### src/rtl/mem_port_arbiter.sv
// Round-robin N-port arbiter in front of a single shared backing-memory port.
// Optional coherence snoop outputs are enabled by defining ARB_SNOOP_INVALIDATE_EN.
`timescale 1ns/1ps
module mem_port_arbiter #(
  parameter  int NUM_PORTS  = 2,
  parameter  int ADDR_WIDTH = 16,
  parameter  int DATA_WIDTH = 8,
  parameter  int LINE_WIDTH = 16,
  localparam int REQ_W      = 1 + DATA_WIDTH + ADDR_WIDTH,
  localparam int PW         = $clog2(NUM_PORTS)
) (
  input  logic                            clock,
  input  logic                            reset,
  input  logic [NUM_PORTS*REQ_W-1:0]      cache_request,
  input  logic [NUM_PORTS-1:0]            cache_request_ready,
  output logic [NUM_PORTS*LINE_WIDTH-1:0] cache_response,
  output logic [NUM_PORTS-1:0]            cache_response_ready,
  output logic [REQ_W-1:0]                memory_request,
  output logic                            memory_request_ready,
  input  logic [LINE_WIDTH-1:0]           memory_response,
  input  logic                            memory_response_ready,
  output logic [PW-1:0]                   grant_port
`ifdef ARB_SNOOP_INVALIDATE_EN
  ,
  output logic [NUM_PORTS-1:0]            snoop_invalidate,
  output logic [ADDR_WIDTH-1:0]           snoop_address
`endif
);

  typedef enum logic [1:0] {S_IDLE, S_WAIT, S_RETURN} state_e;

  state_e                  state_q;
  logic [PW-1:0]           rr_q, rr_d;
  logic [PW-1:0]           winner_q, grant_q;
  logic                    latched_q, withdrawn_q, mem_valid_q;
  logic [REQ_W-1:0]        req_q;
  logic [LINE_WIDTH-1:0]   line_q;
  logic [NUM_PORTS-1:0]    resp_valid_q;

  logic                    pick_found;
  logic [PW-1:0]           pick_idx;
  logic [REQ_W-1:0]        pick_req;
  logic [NUM_PORTS-1:0]    rotated;
  logic [NUM_PORTS-1:0]    winner_onehot;
  logic                    winner_ready;

`ifdef ARB_SNOOP_INVALIDATE_EN
  logic [NUM_PORTS-1:0]    snoop_inv_q;
  logic [ADDR_WIDTH-1:0]   snoop_addr_q;
`endif

  function automatic logic [PW-1:0] wrap_add(input logic [PW-1:0] base, input int unsigned offs);
    logic [PW:0] sum;
    sum = {1'b0, base} + (PW+1)'(offs);
    if (sum >= (PW+1)'(NUM_PORTS)) sum = sum - (PW+1)'(NUM_PORTS);
    return sum[PW-1:0];
  endfunction

  // Rotate the request vector so bit 0 is the port at the rr pointer.
  always_comb begin
    // NOTE: every variable assigned here gets a default first, so no path leaves it unassigned and no latch is inferred.
    pick_found = 1'b0;
    pick_idx   = '0;
    pick_req   = '0;
    rotated    = NUM_PORTS'({cache_request_ready, cache_request_ready} >> rr_q);
    for (int j = 0; j < NUM_PORTS; j++) begin
      if (!pick_found && rotated[j]) begin
        pick_found = 1'b1;
        pick_idx   = wrap_add(rr_q, j);
      end
    end
    for (int k = 0; k < NUM_PORTS; k++) begin
      if (pick_idx == PW'(k)) pick_req = cache_request[k*REQ_W +: REQ_W];
    end
  end

  assign rr_d          = wrap_add(winner_q, 1);
  assign winner_onehot = NUM_PORTS'(1) << winner_q;
  assign winner_ready  = cache_request_ready[winner_q];

  always_ff @(posedge clock or negedge reset) begin
    // NOTE: state updates use non-blocking assignments so every register samples pre-edge values.
    if (!reset) begin
      // NOTE: the captured request and line are plain registers, not a memory array, so they are reset with the rest.
      state_q      <= S_IDLE;
      rr_q         <= '0;
      winner_q     <= '0;
      grant_q      <= '0;
      latched_q    <= 1'b0;
      withdrawn_q  <= 1'b0;
      mem_valid_q  <= 1'b0;
      req_q        <= '0;
      line_q       <= '0;
      resp_valid_q <= '0;
`ifdef ARB_SNOOP_INVALIDATE_EN
      snoop_inv_q  <= '0;
      snoop_addr_q <= '0;
`endif
    end else begin
`ifdef ARB_SNOOP_INVALIDATE_EN
      snoop_inv_q <= '0;
`endif
      unique case (state_q)
        S_IDLE: begin
          // Winner is latched on one edge and presented to memory on the next.
          if (latched_q) begin
            latched_q   <= 1'b0;
            withdrawn_q <= 1'b0;
            mem_valid_q <= 1'b1;
            grant_q     <= winner_q;
            state_q     <= S_WAIT;
          end else if (pick_found) begin
            latched_q <= 1'b1;
            winner_q  <= pick_idx;
            req_q     <= pick_req;
          end
        end
        S_WAIT: begin
          if (!winner_ready) withdrawn_q <= 1'b1;
          if (memory_response_ready) begin
            line_q      <= memory_response;
            mem_valid_q <= 1'b0;
            state_q     <= S_RETURN;
            // A requester that let go during the transaction never sees the line.
            if (winner_ready && !withdrawn_q) resp_valid_q <= winner_onehot;
`ifdef ARB_SNOOP_INVALIDATE_EN
            if (req_q[REQ_W-1]) begin
              snoop_inv_q  <= ~winner_onehot;
              snoop_addr_q <= req_q[ADDR_WIDTH-1:0];
            end
`endif
          end
        end
        S_RETURN: begin
          if (!winner_ready && !memory_response_ready) begin
            resp_valid_q <= '0;
            rr_q         <= rr_d;
            state_q      <= S_IDLE;
          end
        end
        default: state_q <= S_IDLE;
      endcase
    end
  end

  assign memory_request       = mem_valid_q ? req_q : '0;
  assign memory_request_ready = mem_valid_q;
  assign grant_port           = grant_q;
  assign cache_response_ready = resp_valid_q;

  always_comb begin
    cache_response = '0;
    for (int k = 0; k < NUM_PORTS; k++) begin
      if (resp_valid_q[k]) cache_response[k*LINE_WIDTH +: LINE_WIDTH] = line_q;
    end
  end

`ifdef ARB_SNOOP_INVALIDATE_EN
  assign snoop_invalidate = snoop_inv_q;
  assign snoop_address    = snoop_addr_q;
`endif

endmodule

### config.mk
export PLATFORM = sky130hd
export DESIGN_NAME = mem_port_arbiter
export DESIGN_NICKNAME = d
export VERILOG_FILES = /design/src/rtl/mem_port_arbiter.sv
export SDC_FILE = /design/constraint.sdc
export NUM_CORES = 1
export LEC_CHECK = 0
export CAP_MARGIN = 20
export CORE_MARGIN = 1
export CORE_UTILIZATION = 38
export CTS_CLUSTER_DIAMETER = 30
export DETAILED_ROUTE_END_ITERATION = 8
export PLACE_DENSITY = 0.78
export SLEW_MARGIN = 20
export SYNTH_ARGS = -nofsm -noshare
export SYNTH_HDL_FRONTEND = slang
export SYNTH_SLANG_ARGS = --single-unit
### constraint.sdc
create_clock -name clock -period 1.46 [get_ports clock]
set_input_delay 0.146 -clock clock [delete_from_list [all_inputs] [get_ports clock]]
set_output_delay 0.146 -clock clock [all_outputs]
set_load 0.005 [all_outputs]
=== Yosys cells after proc, flatten, opt, wreduce, memory -nomap -nowiden ===
Index checks and enable logic that the tools add are counted.

* Magnitude comparators: 4
* Bitwise operators: 1
* Muxes and demuxes: 28
* Add/subtract/negate cells: 5
* Eq/ne operators: 7
* Reduce and logical (&&, ||, !) cells: 18
* Shift-type cells: 2

{| class="wikitable"
|+ Operators with widths
! cell !! number
|-
| $mux W25 || 2
|-
| $mux W16 || 2
|-
| $mux W1 || 15
|-
| $reduce_and A3 Y1 || 4
|-
| $mux W2 || 5
|-
| $ne A2 B2 Y1 const B || 5
|-
| $pmux W2 S3 || 1
|-
| $reduce_and A2 Y1 || 3
|-
| $add A1 B1 Y2 const B || 2
|-
| $ge A2 B2 Y1 const B || 2
|-
| $logic_not A1 Y1 || 4
|-
| $pmux W1 S2 || 2
|-
| $pmux W2 S2 || 1
|-
| $reduce_and A4 Y1 || 1
|-
| $reduce_bool A2 Y1 || 2
|-
| $shr A4 B1 Y2 || 1
|-
| $logic_and A1 B1 Y1 || 3
|-
| $sub A1 B1 Y1 const B || 3
|-
| $eq A2 B1 Y1 const B || 1
|-
| $eq A2 B2 Y1 const B || 1
|-
| $ge A1 B2 Y1 const B || 1
|-
| $logic_not A2 Y1 || 1
|-
| $lt A1 B2 Y1 const B || 1
|-
| $shl A1 B1 Y2 const A || 1
|-
| $not A1 Y1 || 1
|}

* Output and inout port bits: 61
* Word-level logic and storage cells: 75
* Input port bits: 71
* Register bits after elaboration: 51

=== Longest topological paths before layout ===
* Depth after elaboration: 7
* Gate-level depth with buffers: 6
* Gate-level depth less buffers: 3

=== Least setup slack after synthesis ===
Ideal clock, no wire load.

* Path kind: register to register
* Start point: register state_q[0]
* End point: register req_q[0]
* Path slack: 0.076 ns
* Library setup time: 0.127 ns
* Stages on the path, launching flop included: 7
* Path buffers: 3
* Data required time: 1.333 ns
* Clock period less this slack: 1.384 ns
* Arrival: 1.256 ns
* Cell sequence: dfrtp_1 buf_4 nor3_4 and2_1 buf_6 buf_6 a31oi_1

* Cells in the longest elaborated chain, start to end: 2

{| class="wikitable"
|+ RTL lines
! what !! RTL line !! text
|-
| from (decl) || 32 || <nowiki>state_e state_q;</nowiki>
|-
| from (signal assigned) || 85 || <nowiki>state_q <= S_IDLE;</nowiki>
|-
| from (signal assigned) || 111 || <nowiki>state_q <= S_WAIT;</nowiki>
|-
| from (signal assigned) || 123 || <nowiki>state_q <= S_RETURN;</nowiki>
|-
| $logic_not A2 Y1 || 103 || <nowiki>unique case (state_q)</nowiki>
|-
| $reduce_and A3 Y1 (no line) || n/a ||
|-
| to (signal assigned) || 115 || <nowiki>req_q <= pick_req;</nowiki>
|-
| to (decl) || 36 || <nowiki>logic [REQ_W-1:0] req_q;</nowiki>
|}

Every way passes these cells.
A chain may end at the register's enable or synchronous reset.

=== Worst setup path after layout ===
* Start point: register resp_valid_q[0] (netlist: cache_response_ready[0])
* End point: output cache_response[2]

* Cells in the longest elaborated chain, start to end: 1

{| class="wikitable"
|+ RTL lines
! what !! RTL line !! text
|-
| from (decl) || 38 || <nowiki>logic [NUM_PORTS-1:0] resp_valid_q;</nowiki>
|-
| from (signal assigned) || 125 || <nowiki>if (winner_ready && !withdrawn_q) resp_valid_q <= winner_onehot;</nowiki>
|-
| $mux W16 || 154 || <nowiki>if (resp_valid_q[k]) cache_response[k*LINE_WIDTH +: LINE_WIDTH] = line_q;</nowiki>
|-
| to (decl) || 16 || <nowiki>output logic [NUM_PORTS*LINE_WIDTH-1:0] cache_response,</nowiki>
|}

Every way passes these cells.

==> flow_summary_export.csv <==
group,metric,value,unit
clock_tree,tritoncts,"built",
setup_path,worstPathArrival,1.26,ns
clock_tree,cts-buffers-inserted,5,
outcome,outcome,"complete, no violations",
sta,fin_crit_sh,0.964,
setup_path,r2r_cells,4,
setup_path,critical_path_class,"reg -> out",
global_routing,grt_pass1_wl,12.2,mm
logic_synthesis,syn_area,2860,sq um
logic_synthesis,synth_commonest_cells,"and2_1 (59), dfrtp_1 (51), o21ai_0 (26)",
placed_design,pre_cts_slack,-0.126,ns
sta,hold_viol,0,
logic_synthesis,synth_cell_types,33,
floorplanning,ios,132,
routing,num_vias,2721,
finish,diodes,0,
pwr,p_total,0.00821,W
global_routing,grt_pass1_vias,2628,
finish,layout.nets,502,
sta,max_freq,710,MHz
routing,via_per_inst,5.12,
logic_synthesis,ys_seq_area_frac,0.447,
routing,first_pass_iters,4,
floorplanning,chipHeight,88.7,um
setup_path,cp_slowest_cell,"dfrtp_2",
setup_path,start_kind,"register",
setup_path,r2r-end,"rr_q",
pwr,max-vdd-ir-drop,0.000731,V
global_routing,grt_usage,0.203,
clock_tree,clkLatencyLatePin,0.30,ns
logic_synthesis,synth_edf_count,0,
logic_synthesis,syn_inst,292,
setup_path,rrSetupSlack,0.08,ns
floorplanning,die_x,88.7,um
setup_path,critical_path_required,1.31,ns
routing,ant_nets,0,
setup_path,worstSetupEndpoint,"cache_response[2]",
logic_synthesis,ys_top_cells_by_area,"dfrtp_1 (45%), and2_1 (13%), mux2_2 (7.1%)",
sta,finalCriticalPeriod,1.41,ns
sta,rsz0062_at_grt,"no",
placed_design,dpl.cell_count,512,
logic_synthesis,avgSynthCellArea,9.78,sq um
floorplanning,core_area,7250,sq um
clock_tree,cts.sinks,51,
finish,fill_cells,646,
logic_synthesis,syn-num-nets,363,
sta,fin_ws,0.0523,ns
logic_synthesis,synth-compound-area-share,0.177,
routing,drt_iter0_drc,149,
logic_synthesis,synth.most_common_cell,"and2_1",
finish,drive_gt1_frac,0.236,
logic_synthesis,synth_top_family_by_area,"simple AND/OR/NAND/NOR gates",
placed_design,dp_hpwl,5.52,mm
global_routing,grt.overflow.total,0,
setup_path,worstSetupStartpoint,"cache_response_ready[0]",
global_routing,grt_max_degree,52,
sta,max_slew.worst_pin.slew,0.265,ns
routing,drc_errors,0,
sta,slew_headroom,0.821,
hold_path,min_path_type,"in -> async",
finish,area_growth,55.2,%
sta,holdWs,0.365,ns
sta,setup_violations,0,
logic_synthesis,ys_async_sr_fraction,1.00,
finish,layout.cells.non_filler,531,
global_routing,antenna_found_initial,0,
job,cap_violations,0,
logic_synthesis,synthAdderAreaFrac,0,
floorplanning,die_area,7860,sq um
logic_synthesis,synthSimpleGateAreaFrac,0.246,
logic_synthesis,synth-main-ff-cell,"dfrtp_1",
setup_path,r2r-start,"state_q[0]",
sta,slew_viol_final,0,
clock_tree,clkTransAtPathRegs,0.09,ns
logic_synthesis,yosys_warnings,0,
logic_synthesis,yosys.area_share.xor_xnor,0,
placed_design,io_buffers,131,
logic_synthesis,ys_seq_elements,51,
logic_synthesis,synthMuxAreaShare,0.0780,
sta,finalClockSkew,0.00860,ns
pwr,power_density,1850,nW/um^2
floorplanning,rows,31,
setup_path,cp_cell_sequence,"buf_6, and2_1, dlygate4sd2_1",
pwr,p_leak,1.95,nW
clock_tree,clock_path_buffers,2,
routing,wire_per_inst,15.2,um
clock_tree,htreeDepth,2,
logic_synthesis,netlist.area_leader.share,0.447,
routing,routed_wl,8.06,mm
clock_tree,cts-root-buf,"clkbuf_8",
setup_path,crit_fanout,10,
logic_synthesis,yosys.area.top_type,"dfrtp_1",
setup_path,cpPeakStageDelay,0.42,ns
placed_design,gp_congestion,0.800,
setup_path,endpoint_kind,"primary output",
floorplanning,initial_utilization,0.394,
[placed cells by master, fill, tap and decap left out, drive strengths merged, types with 2 or more instances in the layout]
cell	Yosys	layout
buf	11	30
clkdlybuf4s50	0	70
a21oi	25	25
mux2	18	18
inv	2	2
nand3b	26	26
clkbuf	15	39
a31oi	25	25
dlygate4sd2	0	22
nor2	4	4
a22o	3	3
dfrtp	51	51
mux2i	2	2
nand2b	2	2
and2	59	59
nand2	4	4
o21ai	29	29
dlymetal6s2s	0	2
clkdlybuf4s15	0	2
nor2b	4	4
[sequential cells by signal, indices dropped and copies added (netlist names)]
| register | flops |
|---|---|
| cache_response_ready | 2 |
| grant_port | 1 |
| latched_q | 1 |
| line_q | 16 |
| memory_request_ready | 1 |
| req_q | 25 |
| rr_q | 1 |
| state_q | 2 |
| winner_q | 1 |
| withdrawn_q | 1 |
[layer usage]
metal / vias up / part of all wire / routed length (um) / global-route usage
li1: 1308 / - / - / -
met1: 1290 / 0.41 / 3300 / 0.234
met3: 10 / 0.078 / 625 / 0.0382
met2: 113 / 0.50 / 4010 / 0.379
met4: 0 / 0.015 / 121 / 0.0660
met5: - / 0 / 0 / 0
[how the worst min path moves through the flow]
stage	from	to	slack [ns]	cells after the start
6_report	reset	line_q[3]	0.36	3
3_5_place_dp	reset	line_q[3]	0.16	2
4_1_cts	reset	req_q[6]	0.38	3
3_3_place_gp	reset	line_q[4]	0.16	2
2_1_floorplan	reset	cache_response_ready[0]	-0.15	0
5_1_grt	reset	line_q[3]	0.40	3
[where the power goes]
part	leakage [nW]	total, W	internal, W	switching [W]
Combinational	1.32	0.00471	0.00278	0.00193
Sequential	0.586	0.00261	0.00213	0.000480
Clock	0.0515	0.000887	0.000433	0.000453
Total	1.95	0.00821	0.00535	0.00286
[through the flow]
step                      cell area (sq um)   util  TNS [ns]
after global placement                 4340  0.598    -0.903
after CTS                              4520  0.624     -1.76
after floorplan                        2860      -         0
after global routing                   4430  0.611         0
after detailed placement               4340  0.598     -2.00
final                                  4430  0.611         0
[cells by family after synthesis]
kind of cell	after synthesis
muxes	20
DFF	51
and+or+nand+nor	105
AOI/OAI and AO/OA	88
buffers and inverters	28
[critical path, delay by kind of cell, from the launching register on]
family        cells  cell delay [ns]
buf+inv           2             0.40
flops             1             0.42
simple gates      1             0.14
[area by class of cell]
cell class                 instances  area [sq um]  area share
multi-input combinational        213          1460       0.329
timing repair buffer             158          1460       0.330
inverter                           2          7.51     0.00169
clock buffer                       8           100      0.0226
tap                               99           124      0.0280
sequential                        51          1280       0.289
[repair_timing]
item	in CTS	in global routing
hold buffers	1	0
buffers inserted	8	1
setup endpoints to repair	60	46
cloned	1	1
hold endpoints to repair	51	0
resized for setup	101	58
Note: power is estimated with default switching activity, not from simulation.
==> RTL change 1, RTL diff (same settings) <==
Change the parameter `ADDR_WIDTH` from 16 to 18.
--- a/src/rtl/mem_port_arbiter.sv
+++ b/src/rtl/mem_port_arbiter.sv
@@ -5,3 +5,3 @@
   parameter  int NUM_PORTS  = 2,
-  parameter  int ADDR_WIDTH = 16,
+  parameter  int ADDR_WIDTH = 18,
   parameter  int DATA_WIDTH = 8,
Interface: changed (resized cache_request and memory_request); port bits go from 132 to 138. No check against the original RTL was run, so the function may have changed too.
==> RTL change 1 against the unedited design <==
  * The run now ends with setup timing left
  * Final area increased by 7.3%
  * Power increased by 7.7%
  * Sequential cell count rose by 2
  * Clock skew fell by 1.4 ps
  * Routed wire length rose by 8.4%
  * Synthesized area grew 4.8%
  * Combinational power is 7.4% higher
  * Setup slack got worse by 120 ps
  * Sequential power is 5% higher
  * Highest routed layer unchanged
==> RTL change 1: results <==
metrics = {
    "sta": {
        "setup_tns_ps": -72.58,
        "setup_violations": 1,
        "setup_ws_ps": -72.58,
        "clock_skew_ps": 7.160,
        "max_slew_margin": 0.6778,
    },
    "detailed_routing": {
        "dr.first_iter.drc_count": 87,
        "drt-met1-wl_um": 3783,
        "wl_met2_um": 4319,
        "vias_per_cell": 5.126,
        "wirelength_um": 8740,
        "wl_met3_um": 490,
        "avgRoutedWirePerCell_um": 15.55,
    },
    "clocking": {
        "h-tree-depth": 2,
        "ctsHoldBuffers": 1,
        "cts_setup_buffers": 7,
        "numCtsBuffers": 5,
        "post_cts_resized": 114,
    },
    "place": {
        "place_ws_ps": -98.06,
        "dpl-instance-area_um2": 4558,
        "gp_congestion": 0.7763,
        "numPortBuffers": 137,
        "hpwl_um": 6007,
    },
    "yosys": {
        "synth_cell_types": 33,
        "synthTopCellsByArea": "dfrtp_1, and2_1, mux2_2",
        "synthMuxAreaShare": 0.07445,
        "synthFlopType": "dfrtp_1",
        "synth_nets": 382,
        "netlist_instances": 307,
        "synth_xor_area_frac": 0,
        "synth.top_cells.by_count": "and2_1, dfrtp_1, o21ai_0",
        "synth-compound-area-share": 0.1794,
        "ys_seq_area_frac": 0.4433,
        "synthArstFlopShare": 1.000,
    },
    "critical_path": {
        "crit_start": "cache_response_ready[0]",
        "cpLargestDelayFamily": "flip-flops",
        "worstPathMaxFanout": 4,
        "crit_arrival_ps": 1740,
        "slowest_delay_ps": 450,
    },
    "run_status": {
        "status": "finished, violations left",
        "violations": "setup timing",
    },
    "global_route": {
        "met3_usage": 0.03872,
        "antenna_found_initial": 0,
        "grt_usage": 0.2081,
        "grt_pass1_wl_um": 13610,
        "grtUsageMet2": 0.3636,
        "grt.met1_usage": 0.2520,
        "grt_pass1_vias": 2796,
        "grt_max_degree": 56,
    },
    "final_layout": {
        "largest_registers": "req_q x27, line_q x16",
        "nNetsFinal": 537,
        "drive_gt1_frac": 0.2268,
    },
    "die": {
        "die-area_um2": 8232,
    },
    "pwr": {
        "p_seq_mw": 2.75,
        "netSwitchingFraction": 0.3436,
        "pg_clk_mw": 1.04,
        "p_seq_frac": 0.311,
        "peakVddDrop_mv": 0.6826,
        "leakage_nw": 2.073,
    },
    "hold_path": {
        "min_path_type": "in -> async",
    },
}
## RTL change 1: cell count changes in the layout (fill, tap and decap cells not counted), moves of 4 or more
cell             change
and2_1               +8
dlygate4sd2_1       -18
and2_4               -6
dlymetal6s2s_1       +4
buf_6                +4
clkdlybuf4s15_1     +23
clkdlybuf4s50_1      +4
buf_2                +8
clkbuf_2            -17
buf_4               +12
## RTL change 1: final cells by class
cell class	count	area [µm²]
Inverter	2	7.507
Clock inverter	1	30.03
Fill cell	610	2690
Timing Repair Buffer	177	1674
Clock buffer	7	86.33
Tap cell	99	123.9
Sequential cell	53	1331
Multi-Input combinational cell	223	1504
## RTL change 1: final timing paths
| kind | end | slack, ps | depth (start not counted) |
|---|---|---|---|
| max in group asynchronous | state_q[1] | 560 | 3 |
| min reg2reg | line_q[1] | 530 | 1 |
| min in group clock | req_q[22] | 410 | 3 |
| min | req_q[20] | 350 | 2 |
| max reg2reg | cache_response_ready[0] | -70 | 6 |
| max | cache_response_ready[0] | -70 | 6 |
==> RTL change 2, RTL diff (config.mk and constraints unchanged) <==
Without the edit above. The 3 states of `state_e` get a one-hot encoding in 3 bits.
--- a/src/rtl/mem_port_arbiter.sv
+++ b/src/rtl/mem_port_arbiter.sv
@@ -29,3 +29,3 @@
 
-  typedef enum logic [1:0] {S_IDLE, S_WAIT, S_RETURN} state_e;
+  typedef enum logic [2:0] {S_IDLE = 3'b001, S_WAIT = 3'b010, S_RETURN = 3'b100} state_e;
 
Function: no difference found for any inputs over 10 cycles, from zero or initial values and one cycle with reset low; not proved beyond that.
==> RTL change 2 against the unedited design <==
  * The flow now finishes with violations (setup timing)
  * Synthesized area shrank 7.2%
  * Routed wire length grew 8.6%
  * Sequential cell count grew 1
  * Final area grew 10%
  * Sequential power grew 7%
  * First-iteration DRC count shrank 50%
  * Non-clock buffer count grew 18
  * Power grew 15%
  * Setup slack lost 200 ps
==> RTL change 2: results <==
metrics = {
    "yosys": {
        "synth-seq-cells": 52,
        "synth_cell_types": 26,
        "synth_area_per_cell_um2": 10.52,
        "synthMuxAreaShare": 0.1742,
        "synth_nets": 323,
    },
    "detailed_routing": {
        "wl_met3_um": 623,
        "wirelength_um": 8754,
        "dr.first_iter.drc_count": 74,
        "drt-met1-wl_um": 3263,
    },
    "pwr": {
        "pg_clk_mw": 0.865,
        "intPower_mw": 6.063,
        "peakVddDrop_mv": 1.043,
    },
    "critical_path": {
        "crit_arrival_ps": 1850,
        "worstPathMaxFanout": 7,
        "slowest_delay_ps": 610,
        "crit_slowest_cell": "dfstp_2",
    },
    "sta": {
        "setup_tns_ps": -3800,
        "setup_violations": 50,
        "setup_ws_ps": -146.8,
    },
    "final_layout": {
        "stdcell_area_um2": 4883,
        "buffers": 176,
        "fillerInstances": 469,
        "stdcell_count": 502,
        "largest_registers": "req_q x25, line_q x16, state_q x3",
        "nNetsFinal": 492,
        "buf_share": 0.3733,
        "num-multi-input-gates": 184,
    },
    "global_route": {
        "grt_pass1_vias": 2634,
        "grt_max_degree": 53,
        "grtUsageMet2": 0.4109,
        "met3_usage": 0.06545,
    },
    "clocking": {
        "post_cts_resized": 166,
    },
    "run_status": {
        "violations": "setup timing",
        "status": "finished, violations left",
    },
}
## RTL change 2: cell count changes in the layout (fill, tap and decap cells not counted), moves of 14 or more
| cell | change |
|---|---|
| mux2_4 | +16 |
| mux2_2 | -17 |
| a31oi_1 | -25 |
| nand3b_1 | -24 |
| clkdlybuf4s15_1 | +15 |
| dlygate4sd2_1 | -18 |
| o21ai_0 | -24 |
| a21oi_2 | +14 |
| buf_6 | +25 |
| mux2i_1 | +25 |
## RTL change 2: path summary, 6_finish.rpt
kind / from / cells past startpoint / to / slack, ps
max: state_q[0] / 8 / req_q[3] / -150
min: reset / 3 / req_q[19] / 340
max reg2reg: state_q[0] / 8 / req_q[3] / -150
min reg2reg: grant_port / 1 / grant_port / 530
max in group asynchronous: reset / 3 / state_q[0] / 820
min in group clock: memory_response[8] / 2 / line_q[8] / 440
## RTL change 2: kinds of logic after synthesis
logic type,after synthesis
and+or+nand+nor,101
DFF,52
muxes,44
AOI/OAI and AO/OA,39
buffers and inverters,16
